### config.mk
export PLATFORM = sky130hd
export DESIGN_NAME = select_pc_ras_flat
export DESIGN_NICKNAME = d
export VERILOG_FILES = /design/src/rtl/select_pc_ras_if.sv /design/src/rtl/select_pc_ras.sv /design/src/flat_wrapper.sv
export SDC_FILE = /design/constraint.sdc
export NUM_CORES = 1
export LEC_CHECK = 0
export ABC_AREA = 0
export BUFFER_PORTS_ARGS = -buffer_cell sky130_fd_sc_hd__buf_2
export CORE_MARGIN = 5
export CORE_UTILIZATION = 39
export CTS_BUF_LIST = sky130_fd_sc_hd__clkbuf_8
export DETAILED_ROUTE_END_ITERATION = 10
export PLACE_DENSITY = 0.62
export SETUP_SLACK_MARGIN = 0.4
export SYNTH_ARGS = -nofsm -noshare
export SYNTH_HDL_FRONTEND = slang
export SYNTH_SLANG_ARGS = --single-unit
### constraint.sdc
create_clock -name clk -period 9.8 [get_ports clk]
set_input_delay 1.96 -clock clk [delete_from_list [all_inputs] [get_ports clk]]
set_output_delay 1.96 -clock clk [all_outputs]
set_load 0.005 [all_outputs]
### src/rtl/select_pc_ras_if.sv
// -----------------------------------------------------------------------------
// select_pc_ras_if
//   Bundles the pipeline-facing signals of the fetch-PC selector.
//   master : pipeline/hazard side (drives stage fields, consumes fetch PC)
//   slave  : select_pc_ras itself
//
//   Handshake semantics: there is no valid/ready pair here. Each stage field
//   is a level that is sampled every clock. A retiring ret in W presents
//   W_icode==9 for exactly one cycle. F_stall=1 means the fetch-side fields
//   must not update any prediction state during that cycle.
//
//   Optional macro SELECT_PC_PERF_EN adds the 32-bit performance counters
//   cnt_jmp_miss, cnt_ret_miss and cnt_ret_hit.
// -----------------------------------------------------------------------------
interface select_pc_ras_if #(
    parameter int PC_W      = 64,
    parameter int RAS_DEPTH = 8
);
    localparam int CNT_W = $clog2(RAS_DEPTH) + 1;

    // Stage inputs
    logic             F_stall;
    logic [3:0]       f_icode;
    logic [PC_W-1:0]  f_valC;
    logic [PC_W-1:0]  f_valP;
    logic [3:0]       M_icode;
    logic             M_cnd;
    logic [PC_W-1:0]  M_valA;
    logic [3:0]       W_icode;
    logic [PC_W-1:0]  W_valM;

    // Outputs of the selector
    logic [PC_W-1:0]  f_pc;
    logic [PC_W-1:0]  F_predPC;
    logic             redirect;
    logic             ras_pred_valid;
    logic [CNT_W-1:0] ras_count;
    logic             retq_ovf;
`ifdef SELECT_PC_PERF_EN
    logic [31:0]      cnt_jmp_miss;
    logic [31:0]      cnt_ret_miss;
    logic [31:0]      cnt_ret_hit;
`endif

    modport master (
        output F_stall, f_icode, f_valC, f_valP,
        output M_icode, M_cnd, M_valA, W_icode, W_valM,
`ifdef SELECT_PC_PERF_EN
        input  cnt_jmp_miss, cnt_ret_miss, cnt_ret_hit,
`endif
        input  f_pc, F_predPC, redirect, ras_pred_valid, ras_count, retq_ovf
    );

    modport slave (
        input  F_stall, f_icode, f_valC, f_valP,
        input  M_icode, M_cnd, M_valA, W_icode, W_valM,
`ifdef SELECT_PC_PERF_EN
        output cnt_jmp_miss, cnt_ret_miss, cnt_ret_hit,
`endif
        output f_pc, F_predPC, redirect, ras_pred_valid, ras_count, retq_ovf
    );
endinterface

### src/rtl/select_pc_ras.sv
// -----------------------------------------------------------------------------
// select_pc_ras
//   Y86-64 fetch-PC selector with a return-address stack (RAS) and an
//   in-flight ret-prediction queue.
//
//   Each cycle f_pc is chosen from (highest priority first):
//     W-stage ret misprediction -> W_valM
//     M-stage not-taken jXX     -> M_valA
//     registered prediction     -> F_predPC
//   A ret retiring in W only redirects when the target predicted at fetch
//   (held in the ret queue) was absent, invalid or different from W_valM.
//
//   Ports:
//     clk, rst  : clock, synchronous active-high reset
//     bus       : select_pc_ras_if.slave (stage fields in, f_pc/F_predPC,
//                 redirect, ras_pred_valid, ras_count, retq_ovf out)
//
//   Optional macro SELECT_PC_PERF_EN adds saturating 32-bit counters
//   cnt_jmp_miss, cnt_ret_miss, cnt_ret_hit on the interface.
// -----------------------------------------------------------------------------
module select_pc_ras #(
    parameter int              PC_W       = 64,
    parameter int              RAS_DEPTH  = 8,
    parameter int              RETQ_DEPTH = 4,
    parameter logic [PC_W-1:0] RESET_PC   = '0
) (
    input  logic         clk,
    input  logic         rst,
    select_pc_ras_if.slave bus
);
    localparam int CNT_W = $clog2(RAS_DEPTH) + 1;
    localparam int PTR_W = $clog2(RAS_DEPTH);
    localparam int QP_W  = (RETQ_DEPTH > 1) ? $clog2(RETQ_DEPTH) : 1;
    localparam int QC_W  = $clog2(RETQ_DEPTH + 1);

    localparam logic [CNT_W-1:0] RAS_FULL = CNT_W'(RAS_DEPTH);
    localparam logic [QC_W-1:0]  Q_FULL   = QC_W'(RETQ_DEPTH);

    localparam logic [3:0] IC_JXX  = 4'h7;
    localparam logic [3:0] IC_CALL = 4'h8;
    localparam logic [3:0] IC_RET  = 4'h9;

    // Registered state
    logic [PC_W-1:0]  r_pred_pc;
    logic [PC_W-1:0]  r_ras [RAS_DEPTH];
    logic [PTR_W-1:0] r_ras_ptr;      // next free slot; top is r_ras_ptr-1
    logic [CNT_W-1:0] r_ras_count;
    logic             r_q_valid [RETQ_DEPTH];
    logic [PC_W-1:0]  r_q_tgt   [RETQ_DEPTH];
    logic [QP_W-1:0]  r_q_rd;
    logic [QP_W-1:0]  r_q_wr;
    logic [QC_W-1:0]  r_q_cnt;
    logic             r_retq_ovf;

    // Combinational next-state
    logic             w_w_ret;
    logic             w_wret_miss;
    logic             w_mjmp_miss;
    logic             w_redirect;
    logic             w_q_pop;
    logic             w_fetch;
    logic             w_ras_nonempty;
    logic [PTR_W-1:0] w_ras_top_idx;
    logic [PC_W-1:0]  w_ras_top;
    logic             w_ras_push;
    logic             w_ras_pop;
    logic [CNT_W-1:0] w_ras_cnt_base;
    logic [CNT_W-1:0] w_ras_cnt_nxt;
    logic [PTR_W-1:0] w_ras_ptr_nxt;
    logic             w_q_push;
    logic             w_q_full;
    logic             w_q_wr_en;
    logic [QC_W-1:0]  w_q_cnt_base;
    logic [QP_W-1:0]  w_q_rd_base;
    logic [QP_W-1:0]  w_q_wr_base;
    logic [QC_W-1:0]  w_q_cnt_nxt;
    logic [QP_W-1:0]  w_q_wr_nxt;
    logic [PC_W-1:0]  w_pred_nxt;
    logic [PC_W-1:0]  w_f_pc;

    function automatic logic [QP_W-1:0] q_inc(input logic [QP_W-1:0] p);
        return (p == QP_W'(RETQ_DEPTH - 1)) ? '0 : p + 1'b1;
    endfunction

    always_comb begin
        // W-stage ret check against the oldest queued prediction
        w_w_ret     = (bus.W_icode == IC_RET);
        w_wret_miss = w_w_ret && ((r_q_cnt == '0) ||
                                  !r_q_valid[r_q_rd] ||
                                  (r_q_tgt[r_q_rd] != bus.W_valM));
        w_q_pop     = w_w_ret && (r_q_cnt != '0);

        w_mjmp_miss = (bus.M_icode == IC_JXX) && !bus.M_cnd;
        w_redirect  = w_wret_miss || w_mjmp_miss;

        if (w_wret_miss)      w_f_pc = bus.W_valM;
        else if (w_mjmp_miss) w_f_pc = bus.M_valA;
        else                  w_f_pc = r_pred_pc;

        // A redirect clears the RAS before this cycle's fetch update, so the
        // fetch side must see it as empty.
        w_ras_cnt_base = w_redirect ? '0 : r_ras_count;
        w_ras_nonempty = (w_ras_cnt_base != '0);
        w_ras_top_idx  = r_ras_ptr - 1'b1;
        w_ras_top      = r_ras[w_ras_top_idx];

        w_fetch    = !bus.F_stall;
        w_ras_push = w_fetch && (bus.f_icode == IC_CALL);
        w_ras_pop  = w_fetch && (bus.f_icode == IC_RET) && w_ras_nonempty;
        w_q_push   = w_fetch && (bus.f_icode == IC_RET);

        // RAS: push overwrites the oldest entry when full (circular pointer),
        // count saturates.
        w_ras_ptr_nxt = r_ras_ptr;
        w_ras_cnt_nxt = w_ras_cnt_base;
        if (w_ras_push) begin
            w_ras_ptr_nxt = r_ras_ptr + 1'b1;
            w_ras_cnt_nxt = (w_ras_cnt_base == RAS_FULL) ? RAS_FULL
                                                         : w_ras_cnt_base + 1'b1;
        end else if (w_ras_pop) begin
            w_ras_ptr_nxt = w_ras_top_idx;
            w_ras_cnt_nxt = w_ras_cnt_base - 1'b1;
        end

        // Ret queue: W pop first, then flush on redirect, then fetch push.
        // Fullness is judged after the pop so pop+push in one cycle is legal.
        w_q_cnt_base = w_redirect ? '0 : (r_q_cnt - QC_W'(w_q_pop));
        w_q_rd_base  = w_redirect ? '0 : (w_q_pop ? q_inc(r_q_rd) : r_q_rd);
        w_q_wr_base  = w_redirect ? '0 : r_q_wr;
        w_q_full     = (w_q_cnt_base == Q_FULL);
        w_q_wr_en    = w_q_push && !w_q_full;
        w_q_cnt_nxt  = w_q_wr_en ? w_q_cnt_base + 1'b1 : w_q_cnt_base;
        w_q_wr_nxt   = w_q_wr_en ? q_inc(w_q_wr_base) : w_q_wr_base;

        if ((bus.f_icode == IC_JXX) || (bus.f_icode == IC_CALL))
            w_pred_nxt = bus.f_valC;
        else if ((bus.f_icode == IC_RET) && w_ras_nonempty)
            w_pred_nxt = w_ras_top;
        else
            w_pred_nxt = bus.f_valP;
    end

    always_ff @(posedge clk) begin
        if (rst) begin
            r_pred_pc   <= RESET_PC;
            r_ras_ptr   <= '0;
            r_ras_count <= '0;
            r_q_rd      <= '0;
            r_q_wr      <= '0;
            r_q_cnt     <= '0;
            r_retq_ovf  <= 1'b0;
        end else begin
            if (w_fetch)
                r_pred_pc <= w_pred_nxt;
            r_ras_ptr   <= w_ras_ptr_nxt;
            r_ras_count <= w_ras_cnt_nxt;
            r_q_rd      <= w_q_rd_base;
            r_q_wr      <= w_q_wr_nxt;
            r_q_cnt     <= w_q_cnt_nxt;
            if (w_q_push && w_q_full)
                r_retq_ovf <= 1'b1;
        end
    end

    // Storage arrays need no reset: occupancy counters gate every read.
    always_ff @(posedge clk) begin
        if (!rst && w_ras_push)
            r_ras[r_ras_ptr] <= bus.f_valP;
        if (!rst && w_q_wr_en) begin
            r_q_valid[w_q_wr_base] <= w_ras_nonempty;
            r_q_tgt[w_q_wr_base]   <= w_ras_nonempty ? w_ras_top : bus.f_valP;
        end
    end

    assign bus.f_pc           = w_f_pc;
    assign bus.F_predPC       = r_pred_pc;
    assign bus.redirect       = w_redirect;
    assign bus.ras_pred_valid = (bus.f_icode == IC_RET) && w_ras_nonempty;
    assign bus.ras_count      = r_ras_count;
    assign bus.retq_ovf       = r_retq_ovf;

`ifdef SELECT_PC_PERF_EN
    logic [31:0] r_cnt_jmp_miss;
    logic [31:0] r_cnt_ret_miss;
    logic [31:0] r_cnt_ret_hit;
    logic        w_wret_hit;

    assign w_wret_hit = w_w_ret && !w_wret_miss;

    always_ff @(posedge clk) begin
        if (rst) begin
            r_cnt_jmp_miss <= '0;
            r_cnt_ret_miss <= '0;
            r_cnt_ret_hit  <= '0;
        end else begin
            // Jump misses count even when a ret miss wins the f_pc priority.
            if (w_mjmp_miss && (r_cnt_jmp_miss != '1))
                r_cnt_jmp_miss <= r_cnt_jmp_miss + 1'b1;
            if (w_wret_miss && (r_cnt_ret_miss != '1))
                r_cnt_ret_miss <= r_cnt_ret_miss + 1'b1;
            if (w_wret_hit && (r_cnt_ret_hit != '1))
                r_cnt_ret_hit <= r_cnt_ret_hit + 1'b1;
        end
    end

    assign bus.cnt_jmp_miss = r_cnt_jmp_miss;
    assign bus.cnt_ret_miss = r_cnt_ret_miss;
    assign bus.cnt_ret_hit  = r_cnt_ret_hit;
`endif

endmodule

### src/flat_wrapper.sv
// flat-port wrapper written by rule: the top's interface ports become plain ports
module select_pc_ras_flat 
#(
    parameter int              PC_W       = 64,
    parameter int              RAS_DEPTH  = 8,
    parameter int              RETQ_DEPTH = 4,
    parameter logic [PC_W-1:0] RESET_PC   = '0
)
  (clk, rst, bus_F_stall, bus_f_icode, bus_f_valC, bus_f_valP, bus_M_icode, bus_M_cnd, bus_M_valA, bus_W_icode, bus_W_valM, bus_f_pc, bus_F_predPC, bus_redirect, bus_ras_pred_valid, bus_ras_count, bus_retq_ovf);
  select_pc_ras_if #(.PC_W(PC_W), .RAS_DEPTH(RAS_DEPTH)) bus_i ();
  input  logic clk;
  input  logic rst;
  input wire logic [$bits(bus_i.F_stall)-1:0] bus_F_stall;
  input wire logic [$bits(bus_i.f_icode)-1:0] bus_f_icode;
  input wire logic [$bits(bus_i.f_valC)-1:0] bus_f_valC;
  input wire logic [$bits(bus_i.f_valP)-1:0] bus_f_valP;
  input wire logic [$bits(bus_i.M_icode)-1:0] bus_M_icode;
  input wire logic [$bits(bus_i.M_cnd)-1:0] bus_M_cnd;
  input wire logic [$bits(bus_i.M_valA)-1:0] bus_M_valA;
  input wire logic [$bits(bus_i.W_icode)-1:0] bus_W_icode;
  input wire logic [$bits(bus_i.W_valM)-1:0] bus_W_valM;
  output wire logic [$bits(bus_i.f_pc)-1:0] bus_f_pc;
  output wire logic [$bits(bus_i.F_predPC)-1:0] bus_F_predPC;
  output wire logic [$bits(bus_i.redirect)-1:0] bus_redirect;
  output wire logic [$bits(bus_i.ras_pred_valid)-1:0] bus_ras_pred_valid;
  output wire logic [$bits(bus_i.ras_count)-1:0] bus_ras_count;
  output wire logic [$bits(bus_i.retq_ovf)-1:0] bus_retq_ovf;
  assign bus_i.F_stall = bus_F_stall;
  assign bus_i.f_icode = bus_f_icode;
  assign bus_i.f_valC = bus_f_valC;
  assign bus_i.f_valP = bus_f_valP;
  assign bus_i.M_icode = bus_M_icode;
  assign bus_i.M_cnd = bus_M_cnd;
  assign bus_i.M_valA = bus_M_valA;
  assign bus_i.W_icode = bus_W_icode;
  assign bus_i.W_valM = bus_W_valM;
  assign bus_f_pc = bus_i.f_pc;
  assign bus_F_predPC = bus_i.F_predPC;
  assign bus_redirect = bus_i.redirect;
  assign bus_ras_pred_valid = bus_i.ras_pred_valid;
  assign bus_ras_count = bus_i.ras_count;
  assign bus_retq_ovf = bus_i.retq_ovf;
  select_pc_ras #(.PC_W(PC_W), .RAS_DEPTH(RAS_DEPTH), .RETQ_DEPTH(RETQ_DEPTH), .RESET_PC(RESET_PC)) u_core (.clk(clk), .rst(rst), .bus(bus_i));
endmodule
; ---- Word-level counts from Yosys, hierarchy flattened
; Memory sizes are Yosys's and may differ from the RTL's. A register that Yosys moved wholly into a read port is not among the register bits.
; Cells that the tools add are included.
[word_totals]
mem_count = 3
inputBits = 272
regBits = 79
ram_bits = 772
wordCells = 78
output_inout_bits = 135
[op_classes]
muxes = 25
n_reduce_logical = 25
addsub = 8
eq_ne = 10
[mem_list]
columns = name, depth, word_bits, read_ports, rd_clocked_by_memory_dff, wr, line_no
row1 = u_core.r_ras, 8, 64, 1, 0, 1, select_pc_ras.sv:45  ; logic [PC_W-1:0] r_ras [RAS_DEPTH];
row2 = u_core.r_q_tgt, 4, 64, 1, 1, 1, select_pc_ras.sv:49  ; logic [PC_W-1:0] r_q_tgt [RETQ_DEPTH];
row3 = u_core.r_q_valid, 4, 1, 1, 1, 1, select_pc_ras.sv:48  ; logic r_q_valid [RETQ_DEPTH];
[op_table]
columns = operator, count
row1 = two-way mux 64 bit, 5
row2 = != test 64 bit, 1
row3 = "== test 4 bit, second input constant", 4
row4 = two-way mux 2 bit, 8
row5 = two-way mux 4 bit, 4
row6 = two-way mux 3 bit, 4
row7 = logical AND 1 bit, 11
row8 = "== test 4 x 3 -> 1 bit, second input constant", 2
row9 = "adder 3 x 1 -> 3 bit, second input constant", 2
row10 = zero test 1 bit, 5
row11 = "adder 2 x 1 -> 2 bit, second input constant", 2
row12 = "adder 4 x 1 -> 4 bit, second input constant", 1
row13 = "== test 2 bit, second input constant", 2
row14 = logical OR 1 bit, 4
row15 = two-way mux 1 bit, 4
row16 = nonzero test 4 bit, 1
row17 = "subtractor 4 x 1 -> 4 bit, second input constant", 1
row18 = "== test 3 bit, second input constant", 1
row19 = zero test 3 bit, 1
row20 = nonzero test 3 bit, 1
row21 = subtractor 3 x 1 -> 3 bit, 1
row22 = "subtractor 3 x 1 -> 3 bit, second input constant", 1
row23 = nonzero test 2 bit, 1
row24 = OR reduction 2 bit, 1

; ---- Depth between registers and ports, before layout
; Gate-level depths: netlist of the first run.
[logic_depth]
depth_word = 12
mapped_depth = 21
depth_no_buf = 16

; ---- Worst setup path before layout of the first run
; OpenSTA, ideal clock, no wires.
[synth_timing]
kind = in2reg
startpoint = input port bus_f_icode[1]
endpoint = memory u_core.r_ras[1][0], enable pin
slack_ns = 2.015
n_path_buf = 0
cell_stages = 6
setup_time_ns = 0.565
arrival_time_ns = 7.220
required_ns = 9.235
path_cell_list = nor2_1 > nand2_1 > nor2_1 > nand2b_1 > or3_1 > nor3_1
[synth_via]
elab_chain_cells = 5
[synth_lines]
columns = element, line_no
row1 = start: declaration, flat_wrapper.sv:14  ; input wire logic [$bits(bus_i.f_icode)-1:0] bus_f_icode;
row2 = == test 4 bit, select_pc_ras.sv:108  ; w_ras_push = w_fetch && (bus.f_icode == IC_CALL);
row3 = logical AND 1 bit, select_pc_ras.sv:108
row4 = logical AND 1 bit, select_pc_ras.sv:167  ; if (!rst && w_ras_push)
row5 = two-way mux 1 bit, select_pc_ras.sv:167
row6 = two-way mux 1 bit (implied by the code), select_pc_ras.sv:168  ; r_ras[r_ras_ptr] <= bus.f_valP;
row7 = end: declaration, select_pc_ras.sv:45
; No other way between the ends.

==> run summary, run 1 <==
* **number of enable flip-flop cells after synthesis** 772
* **Worst EP arrival** 5.93 ns
* **synthesized instance count** 2172
* **Starting Density** 0.391
* **Max Fanout on Critical Path** 142
* **hold slack final** 0.482 ns
* **final design area excluding fillers** 42500 sq um
* **net switching share of the total power** 0.229
* **worst slew margin relative to its limit** 0.173
* **Total Neg Setup Slack** 0 ns
* **setup repair after global routing missed its margin** no
* **count of cell types in the netlist** 65
* **final hold viol count** 0
* **Post-DRT Antenna Nets** 0
* **sequential element share of the synthesized area** 0.681
* **net count of the mapped netlist** 2455
* **post-route fraction of the period consumed by the critical path** 0.805
* **proportion of power drawn by the clock network** 0.399
* **flip-flop and latch count after synthesis** 853
* **iteration count of the initial detailed-routing pass** 5
* **critical path's largest stage delay** 0.85 ns
* **hold_buf cts** 0
* **share of layout cells above drive strength 1** 0.334
* **worst-margin pin slew** 1.24 ns
* **Warnings, synthesis** 0
* **Cells on Worst Hold Path** 2
* **register cell area after layout** 24800 sq um
* **most used flip-flop cell after synthesis** sky130_fd_sc_hd__edfxtp_1
* **clock skew after layout** 0.0357 ns
* **Die W** 316 um
* **count of input and output buffers** 406
* **Std-Cell Core Area** 93000 sq um
* **fraction of synthesis flops using an asynchronous set or reset pin** 0
* **top cell type's share of synthesized area** 0.636
* **combinational family with the most area after synthesis** multiplexers
* **die boundary height** 316 um
* **mean post-synth cell area** 16.8 sq um
* **CTS sink count** 853
* **CP Launch Type** flip-flop
* **Overall Global Routing Usage** 0.200
* **most area-hungry cell type in the Yosys netlist** sky130_fd_sc_hd__edfxtp_1
* **Crit path top cell by count** sky130_fd_sc_hd__nand4_1
* **mux contribution to synthesized area** 0.196
* **number of max-capacitance violations reported** 0
* **fraction of power consumed by sequential logic** 0.534
* **Max clock buf depth** 3
* **maximum clock rate** 0.127 GHz
* **multi-input combinational cell area** 10800 sq um
* **post-layout net count** 2910
* **category of the worst setup path capture point** primary output
* **switching power of the nets** 1.72 mW
* **area of placed instances** 39800 sq um
* **largest net degree at the start of global routing** 143
* **class of the most critical setup path** reg -> out
* **data required time of the critical path** 7.84 ns
* **final worst path period need** 7.89 ns
* **simple-gate portion of the synthesized area** 0.0280
* **hold path startpoint** u_core.r_q_rd[1]
* **area growth from synthesis to final layout** 16.8%
* **final routed wirelength across all metal layers** 101000 um
* **via count of the first global-routing pass** 22100
* **final setup violating endpoints** 0
* **HPWL after detailed placement** 65000 um
* **post-CTS setup-driven buffer insertion count** 0
* **post-DR wirelength/cell** 25.3 um
* **global-route wire length before repair** 146000 um
* **number of standard-cell rows in the floorplan** 112
* **source-to-sink clock delay at the later pin of the worst-skew pair** 0.80 ns
* **internal power** 5.79 mW
* **count of vias placed by the detailed router** 21500
* **initial antenna violation count** 21
* **GP Congestion** 0.898
* **synthesized cell area** 36400 sq um
* **main area contributors after synthesis** sky130_fd_sc_hd__edfxtp_1, sky130_fd_sc_hd__mux4_2, sky130_fd_sc_hd__mux2i_1
* **fraction of the mapped netlist area in compound gates** 0.0535
* **portion of total power attributed to combinational logic** 0.066
* **Cell Chain, Critical Path** buf_4 > mux4_2 > xnor2_1 > nand4_1 > nor4_1 > nand4_1 > nand4b_2 > nand2_8 > nor2_1 > a21oi_1 > buf_2
* **count of routing violations after the opening detailed-route iteration** 1941
* **TritonCTS clock tree** built
* **Clock Pin Slew Worst Setup and Hold Paths** 0.06 ns
* **count of pins on the block boundary** 407
* **aggregate global routing overflow** 0
* **routed via count divided by cell count** 5.38
* **post-cts sizing count** 0
* **Filler Cells Inserted** 8155
* **post-synthesis xor/xnor area fraction** 0.0108
* **cells on worst reg2reg path** 14
* **# H-tree levels** 4
* **path type of the worst min-delay path** reg -> reg
* **library cell contributing the largest single delay on the critical path** sky130_fd_sc_hd__dfxtp_4
* **peak ir drop on the vdd network** 0.0940 mV
* **Root Buffer Master** sky130_fd_sc_hd__clkbuf_8
* **result of the run** completed
* **static leakage** 14.8 nW
* **die outline area** 99600 sq um
* **DRC violation count after routing** 0
* **end point of the critical path** bus_f_pc[31]
* **number of max-slew violations in the final report** 0
* **cts bufs inserted** 142
* **power per cell area** 177 nW/um^2
* **reg2reg end** u_core.r_q_tgt[2][32]
* **worst-case register-to-register setup slack** 2.69 ns
* **arithmetic-cell share of the synthesized area counting full adders, half adders and majority gates** 0.00378
[cells in the mapped netlist (all sizes together), types with 9 or more instances]
cell type / number
edfxtp: 772
a21oi: 212
mux2i: 179
mux4: 166
mux2: 144
nor2: 100
inv: 85
dfxtp: 81
o21ai: 74
clkbuf: 70
buf: 57
nand2: 34
xnor2: 27
xor2: 18
nand3: 14
ha: 11
nor3: 9
[critical path, delay by kind of cell (launching register included)]
kind / cells / cell delay (ns)
buf+inv: 2 / 0.66
mux: 1 / 0.56
simple gates: 6 / 2.16
flops: 1 / 0.85
xor+xnor: 1 / 0.37
compound gates: 1 / 0.43
[worst min-delay path by stage]
stage           endpoint
3_3_place_gp   flip-flop
3_5_place_dp   flip-flop
5_1_grt        flip-flop
2_1_floorplan  flip-flop
4_1_cts        flip-flop
6_report       flip-flop
[placed cells by master (no fill, tap or decap), types with 78 or more instances in the layout]
cell type / count
sky130_fd_sc_hd__a21oi_1: 211
sky130_fd_sc_hd__edfxtp_1: 772
sky130_fd_sc_hd__mux2i_1: 179
sky130_fd_sc_hd__mux2_2: 98
sky130_fd_sc_hd__nor2_1: 93
sky130_fd_sc_hd__buf_2: 404
sky130_fd_sc_hd__inv_1: 129
sky130_fd_sc_hd__mux4_2: 166
sky130_fd_sc_hd__dfxtp_1: 78
sky130_fd_sc_hd__clkbuf_8: 155
[layout make-up]
cell class | instances | area share
antenna | 12 | 0.000706
clock buffer | 155 | 0.0502
clock inverter | 96 | 0.0134
inverter | 85 | 0.00750
multi-input combinational | 1107 | 0.254
sequential | 853 | 0.583
tap | 1254 | 0.0369
timing repair buffer | 438 | 0.0538
[state kept, by name, summed over array words and instances (netlist names), named ones only]
name,count
u_core.r_q_wr,2
u_core.r_ras,512
u_core.r_ras_ptr,3
u_core.r_q_cnt,3
u_core.bus.ras_count,4
u_core.r_q_valid,4
u_core.r_q_rd,2
u_core.bus.retq_ovf,1
u_core.r_q_tgt,256
u_core.bus.F_predPC,64
[kinds of logic after synthesis]
| logic type | Yosys count |
|---|---|
| buf+inv | 212 |
| simple gates | 214 |
| compound gates | 348 |
| xor+xnor | 45 |
| fa+ha+maj | 11 |
| flops | 853 |
| mux | 489 |
[routing by layer]
metal / part of all wire / vias up / GRT usage
met3: 0.075 / 159 / 0.0559
met4: 0.021 / 16 / 0.0563
met1: 0.40 / 11100 / 0.257
met2: 0.50 / 779 / 0.335
li1: - / 9501 / -
met5: 0.0011 / - / 0
[power groups by stage]
stage / Clock, mW / Combinational, mW / Sequential, mW
final: 3.00 / 0.498 / 4.01
after global routing: 3.25 / 0.540 / 4.01
after CTS: 3.06 / 0.504 / 4.01
after detailed placement: 0 / 0.502 / 4.09
after global placement: 0 / 0.491 / 4.09
after floorplan: 0 / 0.251 / 4.09
[metrics by stage]
step / std cells / setup slack [ns] / util / power [mW]
after global placement: 3737 / 2.29 / 0.428 / 4.58
final: 4000 / 1.91 / 0.457 / 7.51
after floorplan: 2172 / 2.01 / - / 4.34
after detailed placement: 3737 / 2.24 / 0.428 / 4.59
after CTS: 3988 / 1.80 / 0.457 / 7.58
after global routing: 3993 / 1.57 / 0.457 / 7.80
Power figures use the tool's default switching activity.
==> inputs of run 2 (changes only) <==
==> constraint.sdc (replaced) <==
create_clock -name clk -period 8.2 [get_ports clk]
set_input_delay 1.64 -clock clk [delete_from_list [all_inputs] [get_ports clk]]
set_output_delay 1.64 -clock clk [all_outputs]
set_load 0.005 [all_outputs]
==> run 2 against run 1 <==
Effect of this change: non-clock buffer count rose by 4; clock power rose by 19%; global-route usage barely moved; sequential power rose by 20%; critical endpoint is now bus_f_pc[56]; largest power group unchanged.
==> run summary, run 2 (synthesis results as in run 1) <==
* **class of the most critical setup path** reg -> out
* **die outline area** 99600 sq um
* **non-filler cells in the finished layout** 4006
* **internal power** 6.90 mW
* **Crit path buffers/inverters** 3
* **multi-input combinational cell area** 10800 sq um
* **power per cell area** 211 nW/um^2
* **cts bufs inserted** 140
* **register cell area after layout** 24800 sq um
* **post-DR wirelength/cell** 25.4 um
* **hold_buf cts** 0
* **source-to-sink clock delay at the later pin of the worst-skew pair** 0.80 ns
* **Max clock buf depth** 3
* **net switching share of the total power** 0.230
* **peak ir drop on the vdd network** 0.136 mV
* **CP Launch Type** flip-flop
* **Overall Global Routing Usage** 0.200
* **final setup violating endpoints** 0
* **Largest register FFs** 512
* **Max Fanout on Critical Path** 89
* **M1 GR Usage** 0.265
* **proportion of power drawn by the clock network** 0.398
* **post-route fraction of the period consumed by the critical path** 0.879
* **worst slew margin relative to its limit** 0.239
* **maximum clock rate** 0.139 GHz
* **worst-margin pin slew** 1.14 ns
* **result of the run** completed
* **category of the worst setup path capture point** primary output
* **Worst EP arrival** 5.56 ns
* **number of standard-cell rows in the floorplan** 112
* **number of max-capacitance violations reported** 0
* **iteration count of the initial detailed-routing pass** 5
* **final routed wirelength across all metal layers** 102000 um
* **initial antenna violation count** 15
* **DRC violation count after routing** 0
* **# H-tree levels** 4
* **die boundary height** 316 um
* **clock skew after layout** 0.0434 ns
* **Placed Cells incl. Taps** 3741
* **TritonCTS clock tree** built
* **post-cts sizing count** 0
* **count of routing violations after the opening detailed-route iteration** 1675
* **share of layout cells above drive strength 1** 0.335
* **data required time of the critical path** 6.56 ns
* **most common cell after layout, fill and taps aside** sky130_fd_sc_hd__edfxtp_1
* **library cell contributing the largest single delay on the critical path** sky130_fd_sc_hd__dfxtp_4
* **global-route wire length before repair** 146000 um
* **family of cells with the greatest summed delay on the critical path** simple AND/OR/NAND/NOR gates
* **area growth from synthesis to final layout** 16.8%
* **commonest cells after routing, fill and taps aside** sky130_fd_sc_hd__edfxtp_1, sky130_fd_sc_hd__buf_2, sky130_fd_sc_hd__a21oi_1, sky130_fd_sc_hd__mux2i_1, sky130_fd_sc_hd__mux4_2
* **switching power of the nets** 2.06 mW
* **portion of total power attributed to combinational logic** 0.066
* **GR Layer Usage met3** 0.0469
* **post-CTS setup-driven buffer insertion count** 0
* **Starting Density** 0.391
* **setup repair after global routing missed its margin** no
* **GP Congestion** 0.878
* **count of vias placed by the detailed router** 21500
* **count of pins on the block boundary** 407
* **static leakage** 14.8 nW
* **Std-Cell Core Area** 93000 sq um
* **Crit path top cell by count** sky130_fd_sc_hd__buf_4
* **count of input and output buffers** 406
* **largest net degree at the start of global routing** 90
* **fraction of power consumed by sequential logic** 0.535
* **CTS sink count** 853
* **critical path's largest stage delay** 0.88 ns
* **number of max-slew violations in the final report** 0
* **Total Neg Setup Slack** 0 ns
* **most congested layer reported by global routing** met2
* **Clock Pin Slew Worst Setup and Hold Paths** 0.06 ns
* **path type of the worst min-delay path** reg -> reg
* **aggregate global routing overflow** 0
* **Root Buffer Master** sky130_fd_sc_hd__clkbuf_8
* **final worst path period need** 7.20 ns
* **via count of the first global-routing pass** 21700
* **Filler Cells Inserted** 8108
* **Die W** 316 um
* **Cell Chain, Critical Path** buf_4 > mux4_2 > xnor2_1 > o211ai_1 > nor4b_1 > nand4b_2 > nand2_8 > buf_4 > nor2_1 > a21oi_1 > buf_2
* **Post-DRT Antenna Nets** 0
* **HPWL after detailed placement** 66000 um
* **final hold viol count** 0
* **routed via count divided by cell count** 5.36
* **post-layout net count** 2912
* **register containing the most flip-flops in the final layout** u_core.r_ras
* **met2 Track Usage GR** 0.337
[run 2: per-layer routing]
metal,up-vias,share of wire
met3,128,0.065
li1,9519,-
met2,758,0.51
met4,12,0.017
met5,-,0.00068
met1,11100,0.41
[run 2: area by class of cell]
type | instances | share of cell area
flip-flops and latches | 853 | 0.583
multi-input cells | 1107 | 0.254
repair buffers | 442 | 0.0545
clock buffers | 145 | 0.0469
well taps | 1254 | 0.0369
clock inverters | 114 | 0.0165
inverters | 85 | 0.00750
diodes | 6 | 0.000353
[run 2: per-stage QoR]
stage / power, mW / hold slack (ns) / area, sq um / worst slack (ns) / utilization
floorplan: 5.18 / 0.454 / 36400 / 0.735 / -
global placement: 5.47 / 0.465 / 39800 / 1.67 / 0.428
detailed placement: 5.49 / 0.481 / 39800 / 1.46 / 0.428
CTS: 9.05 / 0.502 / 42500 / 0.930 / 0.457
global route: 9.31 / 0.520 / 42500 / 0.609 / 0.457
finish: 8.96 / 0.502 / 42500 / 0.996 / 0.457
[run 2: power groups by stage]
stage | combinational [mW] | clock (mW) | sequential (mW)
2_1_floorplan | 0.300 | 0 | 4.88
3_3_place_gp | 0.586 | 0 | 4.89
3_5_place_dp | 0.600 | 0 | 4.89
4_1_cts | 0.602 | 3.65 | 4.80
5_1_grt | 0.645 | 3.86 | 4.80
6_report | 0.595 | 3.57 | 4.80
[run 2: path summary, 6_finish.rpt]
path / startpoint / end / slack (ns) / cells past startpoint
max: flip-flop / bus_f_pc[56] / 1.0 / 11
min reg2reg: u_core.r_q_wr[1] / u_core.r_q_wr[1] / 0.50 / 1
max reg2reg: flip-flop / u_core.r_q_tgt[3][32] / 1.51 / 13
min: u_core.r_q_wr[1] / u_core.r_q_wr[1] / 0.50 / 1
[run 2: worst reg2reg max path: stages (launching register included)]
cell and delay (ns):
sky130_fd_sc_hd__dfxtp_4 0.88, sky130_fd_sc_hd__buf_4 0.47, sky130_fd_sc_hd__mux4_2 0.56, sky130_fd_sc_hd__xnor2_1 0.45, sky130_fd_sc_hd__o211ai_1 0.19, sky130_fd_sc_hd__nor4b_1 0.38, sky130_fd_sc_hd__nand4b_2 0.39, sky130_fd_sc_hd__nand2_8 0.64
sky130_fd_sc_hd__and2_1 0.35, sky130_fd_sc_hd__nand2b_1 0.09, sky130_fd_sc_hd__ha_1 0.23, sky130_fd_sc_hd__and2_1 0.18, sky130_fd_sc_hd__a31oi_1 0.45, sky130_fd_sc_hd__and2_4 0.94
==> inputs of run 3 (changes only) <==
==> constraint.sdc (replaced) <==
create_clock -name clk -period 8.3 [get_ports clk]
set_input_delay 1.66 -clock clk [delete_from_list [all_inputs] [get_ports clk]]
set_output_delay 1.66 -clock clk [all_outputs]
set_load 0.005 [all_outputs]
==> run 3 against run 2 <==
Effect of this change: cell area down 0.11%; sequential power shrank 1%; critical path depth rose by 1; register-to-register slack lost 0.02 ns; setup slack lost 0.23 ns; via count grew 0.14%; clock skew fell by 0.0051 ns.
==> run summary, run 3 (synthesis results as in run 1) <==
* **share of layout cells above drive strength 1** 0.335
* **global-route wire length before repair** 145000 um
* **area growth from synthesis to final layout** 16.7%
* **result of the run** completed
* **via count of the first global-routing pass** 22000
* **maximum clock rate** 0.133 GHz
* **HPWL after detailed placement** 65500 um
* **largest net degree at the start of global routing** 98
* **final hold viol count** 0
* **Clock Pin Slew Worst Setup and Hold Paths** 0.06 ns
* **data required time of the critical path** 6.64 ns
* **routed via count divided by cell count** 5.38
* **worst slew margin relative to its limit** 0.234
* **CP Launch Type** flip-flop
* **multi-input combinational cell area** 10800 sq um
* **net switching share of the total power** 0.235
* **die boundary height** 316 um
* **final design area excluding fillers** 42500 sq um
* **post-layout net count** 2909
* **Std-Cell Core Area** 93000 sq um
* **register containing the most flip-flops in the final layout** u_core.r_ras
* **initial antenna violation count** 21
* **path type of the worst min-delay path** reg -> reg
* **commonest cells after routing, fill and taps aside** sky130_fd_sc_hd__edfxtp_1, sky130_fd_sc_hd__buf_2, sky130_fd_sc_hd__a21oi_1, sky130_fd_sc_hd__mux2i_1, sky130_fd_sc_hd__mux4_2
* **count of input and output buffers** 406
* **aggregate global routing overflow** 0
* **worst min-delay path endpoint** u_core.r_q_wr[1]
* **final worst path period need** 7.54 ns
* **iteration count of the initial detailed-routing pass** 5
* **portion of total power attributed to combinational logic** 0.067
* **DRC violation count after routing** 0
* **count of pins on the block boundary** 407
* **number of max-capacitance violations reported** 0
* **worst-margin pin slew** 1.15 ns
* **proportion of power drawn by the clock network** 0.394
* **Root Buffer Master** sky130_fd_sc_hd__clkbuf_8
* **setup repair after global routing missed its margin** no
* **die outline area** 99600 sq um
* **class of the most critical setup path** reg -> out
* **final setup violating endpoints** 0
* **power per cell area** 207 nW/um^2
* **GP Congestion** 0.892
* **clock skew after layout** 0.0383 ns
* **Starting Density** 0.391
* **Worst Slack Setup Final** 0.762 ns
* **hold path startpoint** u_core.r_q_wr[1]
* **worst-case register-to-register setup slack** 1.49 ns
* **internal power** 6.72 mW
* **cts bufs inserted** 140
* **Filler Cells Inserted** 8109
* **Cells on Worst Hold Path** 1
* **area of placed instances** 39800 sq um
* **source-to-sink clock delay at the later pin of the worst-skew pair** 0.81 ns
* **post-DR wirelength/cell** 25.2 um
* **Max Fanout on Critical Path** 97
* **cells on worst reg2reg path** 14
* **Cell Chain, Critical Path** buf_4 > mux4_2 > xnor2_1 > nand4_1 > a2111oi_0 > nand4_1 > nand4b_2 > nand2_8 > buf_4 > nor2_1 > a21oi_1 > buf_2
* **reg2reg end** u_core.r_q_tgt[0][26]
* **switching power of the nets** 2.07 mW
* **category of the worst setup path capture point** primary output
* **Largest register FFs** 512
* **Max clock buf depth** 3
* **count of routing violations after the opening detailed-route iteration** 1921
* **worst slack at placement** 1.33 ns
* **hold_buf cts** 0
* **TritonCTS clock tree** built
* **critical path's largest stage delay** 0.77 ns
* **library cell contributing the largest single delay on the critical path** sky130_fd_sc_hd__dfxtp_4
* **most common cell after layout, fill and taps aside** sky130_fd_sc_hd__edfxtp_1
* **fraction of power consumed by sequential logic** 0.540
* **# H-tree levels** 4
* **register cell area after layout** 24800 sq um
* **final routed wirelength across all metal layers** 101000 um
* **Total Neg Setup Slack** 0 ns
* **Die W** 316 um
* **post-route fraction of the period consumed by the critical path** 0.908
* **count of vias placed by the detailed router** 21500
* **number of max-slew violations in the final report** 0
* **static leakage** 14.8 nW
* **CTS sink count** 853
* **peak ir drop on the vdd network** 0.113 mV
* **post-cts sizing count** 0
* **Post-DRT Antenna Nets** 0
* **Overall Global Routing Usage** 0.197
* **number of standard-cell rows in the floorplan** 112
* **Worst EP arrival** 5.88 ns
[run 3: timing repair]
action	CTS	global route
setup buffers	0	1
endpoints found under the setup margin	0	23
endpoints found under the hold margin	0	0
[run 3: cell type report]
| type | count | share of cell area |
|---|---|---|
| Inverter | 85 | 0.00751 |
| Timing Repair Buffer | 439 | 0.0542 |
| Tap cell | 1254 | 0.0369 |
| Clock inverter | 102 | 0.0141 |
| Sequential cell | 853 | 0.584 |
| Antenna cell | 13 | 0.000766 |
| Clock buffer | 149 | 0.0483 |
| Multi-Input combinational cell | 1107 | 0.254 |
[run 3: worst max path at each step]
stage | endpoint | slack (ns)
2_1_floorplan | u_core.r_ras[1][0] | 0.81
5_1_grt | bus_f_pc[61] | 0.43
3_3_place_gp | bus_f_pc[55] | 1.46
6_report | bus_f_pc[55] | 0.76
3_5_place_dp | u_core.r_q_tgt[3][32] | 1.33
4_1_cts | bus_f_pc[55] | 0.50
[run 3: per-stage QoR]
stage / hold slack (ns) / power, mW / utilization / std cells
2_1_floorplan: 0.454 / 5.12 / - / 2172
3_3_place_gp: 0.454 / 5.41 / 0.428 / 3737
3_5_place_dp: 0.492 / 5.42 / 0.428 / 3737
4_1_cts: 0.503 / 8.87 / 0.456 / 3988
5_1_grt: 0.533 / 9.12 / 0.456 / 3995
6_report: 0.502 / 8.78 / 0.457 / 4002
[run 3: per-layer routing]
metal | global-route usage | share of wire | vias up | wire, um
li1 | - | - | 9517 | -
met1 | 0.259 | 0.41 | 11100 | 41300
met2 | 0.329 | 0.50 | 774 | 50500
met3 | 0.0503 | 0.069 | 141 | 6920
met4 | 0.0544 | 0.020 | 12 | 2060
met5 | 0 | 0.00068 | - | 69
[run 3: critical path: cells and delay by family, from the launching register on]
kind	cells	cell delay, ns
AOI/OAI and AO/OA	2	0.54
xor gates and xnor gates	1	0.40
muxes	1	0.56
and+or+nand+nor	5	1.67
buffers and inverters	3	1.09
DFF	1	0.77
[run 3: power groups by stage]
| stage | clock, mW | combinational (mW) | sequential (mW) |
|---|---|---|---|
| after floorplan | 0 | 0.297 | 4.82 |
| after global placement | 0 | 0.577 | 4.83 |
| after detailed placement | 0 | 0.591 | 4.83 |
| after CTS | 3.54 | 0.593 | 4.74 |
| after global routing | 3.74 | 0.635 | 4.74 |
| final | 3.46 | 0.586 | 4.74 |
